## src/rtl/hilo_ctrl_if.sv

```systemverilog
// HI/LO controller bus: operation handshake, unit results, MTHI/MTLO and architectural HI/LO.
// slave is the controller's view; master is the control unit / datapath view.
interface hilo_ctrl_if;
  logic        op_start;
  logic        op_sel;
  logic [31:0] mult_hi;
  logic [31:0] mult_lo;
  logic [31:0] div_hi;
  logic [31:0] div_lo;
  logic        div_exc;
  logic        mthi;
  logic        mtlo;
  logic [31:0] wdata;
  logic        busy;
  logic        done;
  logic        div_zero;
  logic [31:0] hi;
  logic [31:0] lo;

  modport slave (
    input  op_start, op_sel, mult_hi, mult_lo, div_hi, div_lo, div_exc, mthi, mtlo, wdata,
    output busy, done, div_zero, hi, lo
  );

  modport master (
    output op_start, op_sel, mult_hi, mult_lo, div_hi, div_lo, div_exc, mthi, mtlo, wdata,
    input  busy, done, div_zero, hi, lo
  );
endinterface

```

## src/rtl/hilo_ctrl.sv

```systemverilog
// Sequences one multiply/divide at a time, waits a fixed latency, then commits the
// selected unit's HI/LO results. Also serves MTHI/MTLO writes and flags divide-by-zero.
module hilo_ctrl #(
  parameter int unsigned MULT_CYCLES = 1,
  parameter int unsigned DIV_CYCLES  = 1
) (
  input logic        clk,
  input logic        reset,
  hilo_ctrl_if.slave bus
);

  localparam logic [5:0] MultLat = 6'(MULT_CYCLES);
  localparam logic [5:0] DivLat  = 6'(DIV_CYCLES);

  typedef enum logic [0:0] {StIdle, StWait} state_e;

  state_e      state_q, state_d;
  logic [5:0]  cnt_q, cnt_d;
  logic        op_sel_q, op_sel_d;
  logic        busy_q, busy_d;
  logic        done_q, done_d;
  logic        div_zero_q, div_zero_d;
  logic [31:0] hi_q, hi_d;
  logic [31:0] lo_q, lo_d;

  always_comb begin
    state_d    = state_q;
    cnt_d      = cnt_q;
    op_sel_d   = op_sel_q;
    busy_d     = busy_q;
    done_d     = 1'b0;
    div_zero_d = 1'b0;
    hi_d       = hi_q;
    lo_d       = lo_q;

    unique case (state_q)
      StIdle: begin
        // A starting operation swallows any MTHI/MTLO presented in the same cycle.
        if (bus.op_start) begin
          op_sel_d = bus.op_sel;
          cnt_d    = bus.op_sel ? DivLat : MultLat;
          busy_d   = 1'b1;
          state_d  = StWait;
        end else begin
          if (bus.mthi) hi_d = bus.wdata;
          if (bus.mtlo) lo_d = bus.wdata;
        end
      end
      StWait: begin
        if (cnt_q > 6'd1) begin
          cnt_d = cnt_q - 6'd1;
        end else begin
          if (!op_sel_q) begin
            hi_d = bus.mult_hi;
            lo_d = bus.mult_lo;
          end else if (!bus.div_exc) begin
            hi_d = bus.div_hi;
            lo_d = bus.div_lo;
          end else begin
            div_zero_d = 1'b1;
          end
          cnt_d   = 6'd0;
          done_d  = 1'b1;
          busy_d  = 1'b0;
          state_d = StIdle;
        end
      end
      default: state_d = StIdle;
    endcase
  end

  always_ff @(posedge clk) begin
    if (reset) begin
      state_q    <= StIdle;
      cnt_q      <= 6'd0;
      op_sel_q   <= 1'b0;
      busy_q     <= 1'b0;
      done_q     <= 1'b0;
      div_zero_q <= 1'b0;
      hi_q       <= 32'd0;
      lo_q       <= 32'd0;
    end else begin
      state_q    <= state_d;
      cnt_q      <= cnt_d;
      op_sel_q   <= op_sel_d;
      busy_q     <= busy_d;
      done_q     <= done_d;
      div_zero_q <= div_zero_d;
      hi_q       <= hi_d;
      lo_q       <= lo_d;
    end
  end

  assign bus.busy     = busy_q;
  assign bus.done     = done_q;
  assign bus.div_zero = div_zero_q;
  assign bus.hi       = hi_q;
  assign bus.lo       = lo_q;

endmodule

```

## src/flat_wrapper.sv

```systemverilog
// flat-port wrapper written by rule: the top's interface ports become plain ports
module hilo_ctrl_flat 
#(
  parameter int unsigned MULT_CYCLES = 1,
  parameter int unsigned DIV_CYCLES  = 1
)
  (clk, reset, bus_op_start, bus_op_sel, bus_mult_hi, bus_mult_lo, bus_div_hi, bus_div_lo, bus_div_exc, bus_mthi, bus_mtlo, bus_wdata, bus_busy, bus_done, bus_div_zero, bus_hi, bus_lo);
  hilo_ctrl_if bus_i ();
  input logic clk;
  input logic reset;
  input wire logic [$bits(bus_i.op_start)-1:0] bus_op_start;
  input wire logic [$bits(bus_i.op_sel)-1:0] bus_op_sel;
  input wire logic [$bits(bus_i.mult_hi)-1:0] bus_mult_hi;
  input wire logic [$bits(bus_i.mult_lo)-1:0] bus_mult_lo;
  input wire logic [$bits(bus_i.div_hi)-1:0] bus_div_hi;
  input wire logic [$bits(bus_i.div_lo)-1:0] bus_div_lo;
  input wire logic [$bits(bus_i.div_exc)-1:0] bus_div_exc;
  input wire logic [$bits(bus_i.mthi)-1:0] bus_mthi;
  input wire logic [$bits(bus_i.mtlo)-1:0] bus_mtlo;
  input wire logic [$bits(bus_i.wdata)-1:0] bus_wdata;
  output wire logic [$bits(bus_i.busy)-1:0] bus_busy;
  output wire logic [$bits(bus_i.done)-1:0] bus_done;
  output wire logic [$bits(bus_i.div_zero)-1:0] bus_div_zero;
  output wire logic [$bits(bus_i.hi)-1:0] bus_hi;
  output wire logic [$bits(bus_i.lo)-1:0] bus_lo;
  assign bus_i.op_start = bus_op_start;
  assign bus_i.op_sel = bus_op_sel;
  assign bus_i.mult_hi = bus_mult_hi;
  assign bus_i.mult_lo = bus_mult_lo;
  assign bus_i.div_hi = bus_div_hi;
  assign bus_i.div_lo = bus_div_lo;
  assign bus_i.div_exc = bus_div_exc;
  assign bus_i.mthi = bus_mthi;
  assign bus_i.mtlo = bus_mtlo;
  assign bus_i.wdata = bus_wdata;
  assign bus_busy = bus_i.busy;
  assign bus_done = bus_i.done;
  assign bus_div_zero = bus_i.div_zero;
  assign bus_hi = bus_i.hi;
  assign bus_lo = bus_i.lo;
  hilo_ctrl #(.MULT_CYCLES(MULT_CYCLES), .DIV_CYCLES(DIV_CYCLES)) u_core (.clk(clk), .reset(reset), .bus(bus_i));
endmodule
```

## config.mk

```make
export PLATFORM = sky130hd
export DESIGN_NAME = hilo_ctrl_flat
export DESIGN_NICKNAME = d
export VERILOG_FILES = /design/src/rtl/hilo_ctrl_if.sv /design/src/rtl/hilo_ctrl.sv /design/src/flat_wrapper.sv
export SDC_FILE = /design/constraint.sdc
export NUM_CORES = 1
export LEC_CHECK = 0
export CORE_MARGIN = 1.5
export CORE_UTILIZATION = 40
export DETAILED_ROUTE_END_ITERATION = 10
export GPL_TIMING_DRIVEN = 0
export PLACE_DENSITY = 0.82
export SLEW_MARGIN = 20
export SYNTH_ARGS = -nofsm -noshare
export SYNTH_HDL_FRONTEND = slang
export SYNTH_SLANG_ARGS = --single-unit
```

## constraint.sdc

```tcl
create_clock -name clk -period 2.5 [get_ports clk]
set_input_delay 0.5 -clock clk [delete_from_list [all_inputs] [get_ports clk]]
set_output_delay 0.5 -clock clk [all_outputs]
set_load 0.01 [all_outputs]
```

# Word-level counts from Yosys, hierarchy flattened

Cells that the tools add are included.

Add/sub/neg operators: 1
Magnitude comparators: 1
Reduce and logical (&&, ||, !) cells: 6
Equal/unequal tests: 6
Muxes and demuxes: 23
Bitwise logic cells: 2

Operator list:

| kind                                                                 | count |
|---|---|
| 32-bit two-way mux                                                   | 10 |
| 32-bit one-hot mux with 2 select lines                               | 2 |
| 6-bit two-way mux                                                    | 2 |
| 6-bit one-hot mux with 2 select lines                                | 1 |
| 2-bit inequality test, second input constant                         | 5 |
| 4-bit AND reduction                                                  | 2 |
| 6-bit by 1-bit > comparator with 1-bit output, second input constant | 1 |
| 1-bit two-way mux                                                    | 6 |
| 6-bit by 1-bit subtractor with 6-bit output, second input constant   | 1 |
| 1-bit one-hot mux with 2 select lines                                | 2 |
| 2-bit AND reduction                                                  | 2 |
| 4-bit OR reduction                                                   | 1 |
| 3-bit inequality test, second input constant                         | 1 |
| 1-bit inverter                                                       | 2 |
| 2-bit OR reduction                                                   | 1 |

Logic and storage cells: 47
Bits of input ports: 167
Bits in registers: 75
Output and inout bits: 67

# Depth between registers and ports, before layout

Depth in word-level cells: 4
Depth in mapped cells: 7
Depth with buffers taken out: 5

# Worst setup path before layout

No wires, ideal clock.

Path kind: register to register
From: register u_core.cnt_q[0]
To: register u_core.hi_q[0], in the netlist u_core.bus.hi[0]
Library setup time: 72 ps
Setup slack: 734 ps
Arrival time: 1694 ps
Buffers on the path: 2
Cell stages (with the launch flop): 8
Clock period less this slack: 1766 ps
Required time: 2428 ps
Cell sequence: dfxtp_1 -> inv_1 -> ha_1 -> o21ba_1 -> buf_6 -> a41oi_4 -> buf_8 -> mux2i_1

Word-level cells in the longest chain between the ends: 3

Ends and longest elaborated chain:

| element                                       | line            | text |
|---|---|---|
| start, declared                               | hilo_ctrl.sv:18 | `logic [5:0] cnt_q, cnt_d;` |
| start signal, assigned                        | hilo_ctrl.sv:84 | `cnt_q <= cnt_d;` |
| 6-bit by 1-bit > comparator with 1-bit output | hilo_ctrl.sv:50 | `if (cnt_q > 6'd1) begin` |
| 2-bit inequality test (no line)               | n/a             |  |
| 4-bit AND reduction (no line)                 | n/a             |  |
| end signal, assigned                          | hilo_ctrl.sv:89 | `hi_q <= hi_d;` |
| end, declared                                 | hilo_ctrl.sv:23 | `logic [31:0] hi_q, hi_d;` |

Every way passes these cells.
A chain may end at the register's enable or synchronous reset.

# Worst setup path after layout

From: register u_core.cnt_q[0]
To: register u_core.hi_q[13], in the netlist u_core.bus.hi[13]

The elaborated chain is that of the path after synthesis.

==> results.ini <==
[worst_setup_path]
startpoint=u_core.cnt_q[0]$_SDFFE_PP0P_
cp-end-kind=flip-flop
crit_arrival_ns=2.41
r2r_start=u_core.cnt_q[0]$_SDFFE_PP0P_
crit_required_ns=2.78
critical_path_class=reg2reg
critPathMaxFanout=10
crit_path_start_kind=flip-flop

[logic_synthesis]
synthArstFlopShare_pct=0
ys_seq_area_share_pct=34.60
syn_avg_cell_area_sq_um=9.537
synth_nets=624
synth_cell_types=38
synth_area_sq_um=4339
synth-edff-count=0
synth_top_flop_cell=dfxtp_1
synth_warnings=0
synthCells=455
ys_ff_latch=75

[detailed_routing]
wire_per_inst_um=19.19
ant_nets=0
routed_wl_um=16100
dr_total_vias=4558
first_iter_violations=177
dr.pass1.iters=5
drc=0
routed_via_density=5.433

[global_routing]
grt_max_degree=13
grt_pass1_wl_um=25130
overflow=0
grt_pass1_vias=4968
antenna_found_initial=0
grt_use_total_pct=28.57

[timing]
fmax_ghz=0.4714
setup_viol=0
slew_headroom_pct=53.15
rsz0062_at_grt=false
fin_skew_ns=0.006313
hold_violations=0
fin_setup_tns_ns=0
holdWs_ns=0.4633
min_period_over_period_pct=84.85
drv_slew=0
period_needed_ns=2.121
tightest_slew_ns=0.7028

[clock_tree]
cts_inserted_buffers=9
hold_buffers=0
root_buffer=clkbuf_8
cts.clk_slew.worst_paths_ns=0.08
worstSkewPairLatency_ns=0.36
cts.sinks=75
cts_resized=0
clockBufferDepth=2
h-tree-depth=3
cts_setup_buffers=0
cts_tree=yes

[die]
rows=37
die_w_um=107.2
ioPinCount=234
die_h_um=107.2
initial_utilization_pct=41.66
dieArea_sq_um=11480
core_area_sq_um=10420

[pwr]
power_density_nw_per_um2=552.6
vdd_drop_max_mv=0.2696
p_leak_nw=2.901

[placement]
io_buffer_count=233
postPlaceCellArea_sq_um=6842
place_congestion=0.9045
dpl.hpwl_um=12530

[layout]
insertedDiodeCount=0
stdcell_area_sq_um=7057
area_growth_pct=62.63
final_layout_size_suffix_gt1_share_pct=5.405
nets=868

[min_path]
hp-start=u_core.bus.lo[1]$_SDFFE_PP0P_
hold_path_class=reg2reg

[job]
maxCapViolations=0

[outcome]
outcome=finished clean

## worst paths after layout
check	to	slack [ns]	cells after the start
worst max register to register	u_core.bus.hi[13]$_SDFFE_PP0P_	0.38	7
worst min-delay path	u_core.bus.lo[1]$_SDFFE_PP0P_	0.46	2
worst max-delay path	u_core.bus.hi[13]$_SDFFE_PP0P_	0.38	7
worst min register to register	u_core.bus.lo[1]$_SDFFE_PP0P_	0.46	2
## where the power goes
part | leakage (nW) | internal (mW) | switching [mW] | total, mW
clock network | 0.108 | 0.580 | 0.471 | 1.05
registers | 0.616 | 1.34 | 0.0897 | 1.43
logic | 2.18 | 0.791 | 0.626 | 1.42
## placed cells by master (no fill, tap or decap), types with 2 or more instances in the layout
cell type,instances
o21ai_0,2
inv_1,5
nor3_1,2
nor3b_1,2
or3_1,2
buf_2,5
buf_8,6
clkinv_2,2
buf_4,6
nor4_1,2
mux2i_1,129
clkdlybuf4s50_1,233
dfxtp_1,75
clkbuf_8,10
a21oi_1,6
nor2_1,36
nand2_1,67
a211o_1,64
clkbuf_1,22
ha_1,2
bufinv_16,2
a41oi_4,2
## through the flow
step | instances | worst slack (ns) | power (mW) | util, %
2_1_floorplan | 455 | 0.7340 | 2.131 | -
3_3_place_gp | 824 | 0.1431 | 2.829 | 65.68
3_5_place_dp | 824 | 0.07160 | 2.865 | 65.68
4_1_cts | 839 | 0.3853 | 3.906 | 67.75
5_1_grt | 839 | 0.2406 | 4.072 | 67.75
6_report | 839 | 0.3789 | 3.899 | 67.75
## metal layers
metal / global-route usage [%] / routed length (um) / vias up / part of all wire (%)
li1: - / - / 2138 / -
met1: 32.05 / 6161 / 2163 / 38
met2: 50.64 / 8149 / 219 / 51
met3: 7.052 / 1334 / 38 / 8.3
met4: 12.95 / 458 / 0 / 2.8
met5: 0 / 0 / - / 0
## logic make-up after synthesis
group	Yosys count	synth area share [%]
AOI/OAI and AO/OA	85	17.33
and+or+nand+nor	118	11.36
muxes	129	29.76
buffers and inverters	46	6.372
adders and majority gates	2	0.5766
DFF	75	34.60
## cell type report
type | count | area [sq um]
buffer | 41 | 257.7
clock buffer | 10 | 137.6
clock inverter | 5 | 77.57
fill | 858 | 3359
inverter | 5 | 18.77
multi-input combinational | 334 | 2561
sequential | 75 | 1501
tap | 136 | 170.2
timing repair buffer | 233 | 2332
## critical path, cell delays in order, from the launching register on
cell and delay (ns):
dfxtp_1 0.44, inv_1 0.10, ha_1 0.28, o21ba_1 0.21
buf_6 0.14, a41oi_4 0.42, buf_8 0.22, mux2i_1 0.23
## cells in the mapped netlist, drive strengths merged (2+ instances only)
master	n	area, sq um
a211o	65	570.6
a21oi	6	30.03
a41oi	2	55.05
buf	19	175.2
clkbuf	22	82.58
dfxtp	75	1501
ha	2	25.02
inv	5	18.77
mux2i	129	1291
nand2	67	251.5
nor2	36	135.1
nor3	3	26.28
nor3b	2	15.01
nor4	2	12.51
o21ai	2	10.01
or3	2	12.51
## registers in the layout (all words and copies together) (netlist names)
signal and cells:
u_core.bus.hi 32, u_core.bus.lo 32, u_core.cnt_q 6, u_core.bus.busy 1, u_core.bus.div_zero 1, u_core.bus.done 1
u_core.op_sel_q 1, u_core.state_q 1
Power figures use the tool's default switching activity.
